`src/rtl/dmi_req_engine_pkg.sv`:
```
// Shared DMI types for the DTM request engine: the Debug Module register map,
// DMI op and status encodings, the dmi scan register layout and the
// request-engine FSM states.
package dmi_req_engine_pkg;

  // Debug Module register map as seen on the DMI address bus (7-bit space).
  typedef enum logic [6:0] {
    DATA0        = 7'h04,
    DATA1        = 7'h05,
    DMCONTROL    = 7'h10,
    DMSTATUS     = 7'h11,
    HARTINFO     = 7'h12,
    HALTSUM1     = 7'h13,
    ABSTRACTCS   = 7'h16,
    COMMAND      = 7'h17,
    ABSTRACTAUTO = 7'h18,
    PROGBUF0     = 7'h20,
    SBCS         = 7'h38,
    HALTSUM0     = 7'h40
  } DMI_MMAP;

  typedef enum logic [1:0] {
    NOP   = 2'd0,
    READ  = 2'd1,
    WRITE = 2'd2,
    RSVD  = 2'd3
  } dmi_op_e;

  typedef enum logic [1:0] {
    SUCCESS = 2'd0,
    FAILED  = 2'd2,
    BUSY    = 2'd3
  } dmi_stat_e;

  // Layout of the dmi scan register: {addr, data, op}.
  typedef struct packed {
    DMI_MMAP     addr;
    logic [31:0] data;
    dmi_op_e     op;
  } dmi_scan_t;

  typedef enum logic {
    IDLE,
    REQ
  } req_state_e;

  // Only reads and writes produce a DMIPort transaction.
  function automatic logic is_xfer_op(dmi_op_e op);
    return (op == READ) || (op == WRITE);
  endfunction

endpackage

```
`src/rtl/dmi_req_engine_if.sv`:
```
// DMIPort: valid/ready request channel from the DTM to the Debug Module.
//   valid    - request present (Master -> Slave)
//   ready    - request accepted this cycle (Slave -> Master)
//   write_en - 1 write, 0 read
//   addr     - Debug Module register address
//   wdata    - write data
//   rdata    - read data, valid in the handshake cycle of a read
interface DMIPort;
  import dmi_req_engine_pkg::*;

  logic        valid;
  logic        ready;
  logic        write_en;
  DMI_MMAP     addr;
  logic [31:0] wdata;
  logic [31:0] rdata;

  modport Master (
    output valid, write_en, addr, wdata,
    input  ready, rdata
  );

  modport Slave (
    input  valid, write_en, addr, wdata,
    output ready, rdata
  );

endinterface

```
`src/rtl/dmi_req_engine.sv`:
```
// DTM back end: turns each Update-DR of the dmi scan register into one
// DMIPort transaction, keeps the sticky op status and builds the value loaded
// into the scan register on Capture-DR.
//   clk, rst        - clock, synchronous active-high reset
//   update_valid    - Update-DR pulse; update_value = {addr, data, op}
//   capture_en      - Capture-DR pulse; capture_value = {addr, data, op}
//   dmireset        - clear sticky status
//   dmihardreset    - abort outstanding request and clear status
//   dmistat         - sticky status for dtmcs
//   busy            - a request is outstanding
//   dmi             - DMIPort master
// ABITS must equal the width of DMI_MMAP (7).
module dmi_req_engine
  import dmi_req_engine_pkg::*;
#(
  parameter int unsigned ABITS   = 7,
  parameter int unsigned TIMEOUT = 0
) (
  input  logic             clk,
  input  logic             rst,
  input  logic             update_valid,
  input  logic [ABITS+33:0] update_value,
  input  logic             capture_en,
  output logic [ABITS+33:0] capture_value,
  input  logic             dmireset,
  input  logic             dmihardreset,
  output logic [1:0]       dmistat,
  output logic             busy,
  DMIPort.Master           dmi
);

  localparam int unsigned CW = (TIMEOUT > 1) ? $clog2(TIMEOUT) : 1;
  localparam logic [CW-1:0] TO_LAST = CW'((TIMEOUT > 0) ? TIMEOUT - 1 : 0);

  dmi_scan_t   upd;
  req_state_e  state_q, state_d;
  dmi_stat_e   stat_q;
  DMI_MMAP     req_addr_q;
  logic        req_we_q;
  logic [31:0] req_wdata_q;
  DMI_MMAP     last_addr_q;
  logic [31:0] last_rdata_q;
  dmi_scan_t   cap_q;
  logic [CW-1:0] cnt_q;

  logic start;
  logic handshake;
  logic timed_out;
  logic busy_evt;

  assign upd = update_value;

  // Next-state and per-cycle events.
  always_comb begin
    state_d   = state_q;
    start     = 1'b0;
    handshake = 1'b0;
    timed_out = 1'b0;
    unique case (state_q)
      IDLE: begin
        start = update_valid && (stat_q == SUCCESS) && is_xfer_op(upd.op);
        if (start) state_d = REQ;
      end
      REQ: begin
        handshake = dmi.ready;
        // A late ready still wins over a timeout in the same cycle.
        timed_out = (TIMEOUT > 0) && !dmi.ready && (cnt_q == TO_LAST);
        if (handshake || timed_out) state_d = IDLE;
      end
      default: state_d = IDLE;
    endcase
  end

  // Update or capture while a request is outstanding reports busy.
  assign busy_evt = (state_q == REQ) && (update_valid || capture_en);

  always_ff @(posedge clk) begin
    if (rst || dmihardreset) state_q <= IDLE;
    else                     state_q <= state_d;
  end

  // Sticky status: only moves away from SUCCESS; busy outranks failed.
  always_ff @(posedge clk) begin
    if (rst || dmihardreset) begin
      stat_q <= SUCCESS;
    end else if (dmireset) begin
      stat_q <= SUCCESS;
    end else if (stat_q == SUCCESS) begin
      if (busy_evt)       stat_q <= BUSY;
      else if (timed_out) stat_q <= FAILED;
    end
  end

  always_ff @(posedge clk) begin
    if (rst) begin
      req_addr_q   <= DMI_MMAP'(7'd0);
      req_we_q     <= 1'b0;
      req_wdata_q  <= '0;
      cnt_q        <= '0;
      last_addr_q  <= DMI_MMAP'(7'd0);
      last_rdata_q <= '0;
      cap_q        <= '0;
    end else if (dmihardreset) begin
      // Hard reset clears the bus side only; scan-visible history survives.
      req_addr_q  <= DMI_MMAP'(7'd0);
      req_we_q    <= 1'b0;
      req_wdata_q <= '0;
      cnt_q       <= '0;
    end else begin
      if (start) begin
        req_addr_q  <= upd.addr;
        req_we_q    <= (upd.op == WRITE);
        req_wdata_q <= upd.data;
        last_addr_q <= upd.addr;
        cnt_q       <= '0;
      end else if (state_q == REQ) begin
        cnt_q <= cnt_q + 1'b1;
      end
      if (handshake && !req_we_q) last_rdata_q <= dmi.rdata;
      // Uses pre-edge state, so a capture in the handshake cycle reports busy.
      if (capture_en) begin
        cap_q <= '{addr: last_addr_q,
                   data: last_rdata_q,
                   op:   dmi_op_e'((state_q == REQ) ? BUSY : stat_q)};
      end
    end
  end

  assign busy          = (state_q == REQ);
  assign dmistat       = stat_q;
  assign capture_value = cap_q;

  assign dmi.valid    = (state_q == REQ);
  assign dmi.addr     = req_addr_q;
  assign dmi.write_en = req_we_q;
  assign dmi.wdata    = req_wdata_q;

endmodule

```
`src/flat_wrapper.sv`:
```
// flat-port wrapper written by rule: the top's interface ports become plain ports
module dmi_req_engine_flat import dmi_req_engine_pkg::*;
#(
  parameter int unsigned ABITS   = 7,
  parameter int unsigned TIMEOUT = 0
)
  (clk, rst, update_valid, update_value, capture_en, capture_value, dmireset, dmihardreset, dmistat, busy, dmi_valid, dmi_write_en, dmi_addr, dmi_wdata, dmi_ready, dmi_rdata);
  DMIPort dmi_i ();
  input  logic clk;
  input  logic rst;
  input  logic update_valid;
  input  logic [ABITS+33:0] update_value;
  input  logic capture_en;
  output logic [ABITS+33:0] capture_value;
  input  logic dmireset;
  input  logic dmihardreset;
  output logic [1:0] dmistat;
  output logic busy;
  output wire logic [$bits(dmi_i.valid)-1:0] dmi_valid;
  output wire logic [$bits(dmi_i.write_en)-1:0] dmi_write_en;
  output wire logic [$bits(dmi_i.addr)-1:0] dmi_addr;
  output wire logic [$bits(dmi_i.wdata)-1:0] dmi_wdata;
  input wire logic [$bits(dmi_i.ready)-1:0] dmi_ready;
  input wire logic [$bits(dmi_i.rdata)-1:0] dmi_rdata;
  assign dmi_valid = dmi_i.valid;
  assign dmi_write_en = dmi_i.write_en;
  assign dmi_addr = dmi_i.addr;
  assign dmi_wdata = dmi_i.wdata;
  assign dmi_i.ready = dmi_ready;
  assign dmi_i.rdata = dmi_rdata;
  dmi_req_engine #(.ABITS(ABITS), .TIMEOUT(TIMEOUT)) u_core (.clk(clk), .rst(rst), .update_valid(update_valid), .update_value(update_value), .capture_en(capture_en), .capture_value(capture_value), .dmireset(dmireset), .dmihardreset(dmihardreset), .dmistat(dmistat), .busy(busy), .dmi(dmi_i));
endmodule
```
`config.mk`:
```
export PLATFORM = sky130hd
export DESIGN_NAME = dmi_req_engine_flat
export DESIGN_NICKNAME = d
export VERILOG_FILES = /design/src/rtl/dmi_req_engine_pkg.sv /design/src/rtl/dmi_req_engine_if.sv /design/src/rtl/dmi_req_engine.sv /design/src/flat_wrapper.sv
export SDC_FILE = /design/constraint.sdc
export NUM_CORES = 1
export LEC_CHECK = 0
export BUFFER_PORTS_ARGS = -buffer_cell sky130_fd_sc_hd__clkbuf_2
export CAP_MARGIN = 40
export CORE_AREA = 5 5 126 128
export DETAILED_ROUTE_END_ITERATION = 10
export DIE_AREA = 0 0 131 133
export PLACE_DENSITY = 0.6
export SYNTH_ARGS = -nofsm -noshare
export SYNTH_HDL_FRONTEND = slang
export SYNTH_SLANG_ARGS = --single-unit
```
`constraint.sdc`:
```
create_clock -name clk -period 2.2 [get_ports clk]
set_input_delay 0.11 -clock clk [delete_from_list [all_inputs] [get_ports clk]]
set_output_delay 0.11 -clock clk [all_outputs]
set_load 0.01 [all_outputs]
```
==> flow_metrics.env <==
export IMPL_status="complete, no violations"
export IMPL_dieArea_um2=17420
export IMPL_drtIter0Drc=167
export IMPL_ys_seq_elements=121
export IMPL_fmax_mhz=600.7
export IMPL_via_per_inst=4.421
export IMPL_cts_htree_levels=4
export IMPL_place_hpwl_um=7897
export IMPL_place_congestion=0.7288
export IMPL_vias=4235
export IMPL_final_area_um2=6530
export IMPL_cts_tree="done"
export IMPL_final_nets=839
export IMPL_grt_overflow=0
export IMPL_fin_crit_sh=0.7567
export IMPL_holdPathEnd="u_core.dmistat[0]$_SDFFE_PP0P_"
export IMPL_dp_slack_ns=0.4090
export IMPL_max_stage_delay_ns=0.53
export IMPL_cp_num_buf_inv=1
export IMPL_setup_ws_ns=0.5352
export IMPL_slew_headroom=0.4441
export IMPL_antenna_found_initial=0
export IMPL_drc=0
export IMPL_antenna_left=0
export IMPL_setup_violations=0
export IMPL_r2r_slack_ns=0.54
export IMPL_numCtsBuffers=17
export IMPL_post_cts_setup_buffers=0
export IMPL_synth_avg_cell_area_um2=7.922
export IMPL_syn_cell_area_um2=4254
export IMPL_cp_data_arrival_time_ns=1.92
export IMPL_ys_seq_area_frac=0.5694
export IMPL_reg2reg_from="u_core.dmistat[0]$_SDFFE_PP0P_"
export IMPL_min_path_type="input port to flip-flop"
export IMPL_crit_type="flip-flop to flip-flop"
export IMPL_ys_types=19
export IMPL_cp_start_kind="flip-flop"
export IMPL_place_area_um2=5216
export IMPL_cp_slowest_cell="or4b_1"
export IMPL_final_cells=958
export IMPL_diodes=0
export IMPL_report_final_hold_viol_count=0
export IMPL_coreArea_um2=14750
export IMPL_hold_depth=3
export IMPL_syn_inst=537
export IMPL_grt_pass1_vias=4060
export IMPL_min_from="update_valid"
export IMPL_cp_max_fo=48
export IMPL_vdd_ir_drop_max_mv=0.4571
export IMPL_row_count=45
export IMPL_clk_latency_ns=0.41
export IMPL_grt_max_degree=80
export IMPL_crit_chain="or4b_1, buf_4, o21ai_0, a21oi_1"
export IMPL_die_w_um=131
export IMPL_reg2reg_depth=4
export IMPL_wl_per_cell_um=13.31
export IMPL_cp_end_kind="flip-flop"
export IMPL_leakage_nw=2.649
export IMPL_ys_warn_count=0
export IMPL_worst_slew_pin_slew_ns=0.8339
export IMPL_pwr_density_cell_nw_per_um2=826.7
export IMPL_final_cell_mix="nand2_1, clkbuf_2, dfxtp_1, a21oi_1, dlygate4sd3_1"
export IMPL_cts_root_buf="clkbuf_16"
export IMPL_setup_tns_final_ns=0
export IMPL_grt_first_pass_wirelength_um=20390
export IMPL_timing_rr_end="u_core.last_addr_q[3]$_SDFFE_PP0P_"
export IMPL_clock_skew_ns=0.004728
export IMPL_io_buffers=164
export IMPL_dp_cells=854
export IMPL_fin_crit_ns=1.665
export IMPL_clk_pin_slew_ns=0.05
export IMPL_cts_sinks=121
export IMPL_slew_violations=0
export IMPL_grt_usage=0.1475
export IMPL_clockBufferDepth=2
export IMPL_die_h_um=133
export IMPL_area_growth_pct=53.50
export IMPL_final_common_cell="nand2_1"
export IMPL_routed_wl_um=12750
export IMPL_drive_above_1_share=0.2675
export IMPL_drtPass1Iterations=4
export IMPL_start_util=0.2884
export IMPL_maxCapViolCount=0
export IMPL_ioPinCount=165
export IMPL_syn_nets=618
export IMPL_required_ns=2.45
export IMPL_rsz0062_at_grt="no"
export IMPL_crit_family="simple AND/OR/NAND/NOR gates"
[worst max-delay path by stage]
stage                                                    end  cells past startpoint                           start  slack, ns
after floorplan            u_core.dmi.wdata[10]$_SDFFE_PP0P_                      7                 update_value[0]       0.70
after global placement    u_core.last_addr_q[6]$_SDFFE_PP0P_                      7                 update_value[0]       0.44
after detailed placement  u_core.last_addr_q[4]$_SDFFE_PP0P_                      7                 update_value[0]       0.41
after CTS                 u_core.last_addr_q[4]$_SDFFE_PP0P_                      4  u_core.dmistat[0]$_SDFFE_PP0P_       0.54
after global routing      u_core.last_addr_q[1]$_SDFFE_PP0P_                      4  u_core.dmistat[0]$_SDFFE_PP0P_       0.42
final                     u_core.last_addr_q[3]$_SDFFE_PP0P_                      4  u_core.dmistat[0]$_SDFFE_PP0P_       0.54
[tightest hold or removal path: stages]
cell and delay, ns:
clkbuf_2 0.09, o21ai_0 0.14, a211oi_1 0.07
[cells in the mapped netlist]
| master | instances | area, µm² |
|---|---|---|
| nor2b_1 | 1 | 6.260 |
| a21oi_1 | 120 | 600.6 |
| inv_1 | 3 | 11.26 |
| and4bb_2 | 1 | 12.51 |
| or2_2 | 1 | 6.260 |
| nand2_1 | 223 | 837.1 |
| dfxtp_1 | 121 | 2422 |
| nand4bb_1 | 1 | 11.26 |
| clkbuf_1 | 26 | 97.59 |
| ha_1 | 1 | 12.51 |
| nand2b_1 | 2 | 12.51 |
| or4b_1 | 1 | 10.01 |
| nand3_1 | 7 | 35.03 |
| a211oi_1 | 1 | 7.510 |
| nor4b_1 | 1 | 8.760 |
| buf_2 | 10 | 50.05 |
| buf_6 | 2 | 22.52 |
| o21ai_0 | 9 | 45.04 |
| buf_4 | 6 | 45.04 |
[logic make-up after synthesis]
kind of cell | share of synthesized area
simple gates | 0.2209
flops | 0.5694
compound gates | 0.1535
buf+inv | 0.05323
fa+ha+maj | 0.002941
[routing by layer]
layer,up-vias,GRT usage,part of all wire
met4,0,0.04057,0.0078
met1,1910,0.1771,0.44
met5,-,0,0
met2,133,0.2356,0.47
met3,10,0.06904,0.082
li1,2182,-,-
[power breakdown]
group          internal, mW  leakage (nW)  switching [mW]
sequential             2.23         0.977          0.0180
clock                  1.78         0.286           0.961
combinational         0.202          1.39           0.213
[area by class of cell]
type / instances / area, µm²
clock buffer: 24 / 491.7
sequential: 121 / 2422
fill: 1460 / 8222
clock inverter: 7 / 91.34
tap: 188 / 235.2
inverter: 3 / 11.26
multi-input combinational: 369 / 1622
timing repair buffer: 246 / 1657
[flip-flops by register name, summed over array words and instances (netlist names)]
| signal | flops |
|---|---|
| u_core.dmistat | 1 |
| u_core.busy | 1 |
| u_core.last_rdata_q | 32 |
| u_core.last_addr_q | 7 |
| u_core.dmi.addr | 7 |
| u_core.dmi.wdata | 32 |
| u_core.dmi.write_en | 1 |
| u_core.capture_value | 40 |
[what timing repair did]
| item | 4_1_cts | 5_1_grt |
|---|---|---|
| endpoints found under the hold margin | 80 | 0 |
| resized for setup | 0 | 0 |
| hold buffers | 73 | 0 |
[per-stage QoR]
step	total power, mW	hold WS [ns]	util
detailed placement	2.606	0.2760	0.3536
CTS	5.477	0.03654	0.4427
global placement	2.603	0.2754	0.3522
floorplan	2.455	0.1828	-
finish	5.398	0.05545	0.4427
global route	5.640	0.06311	0.4427
No activity file was read; power rests on OpenSTA's default activity.
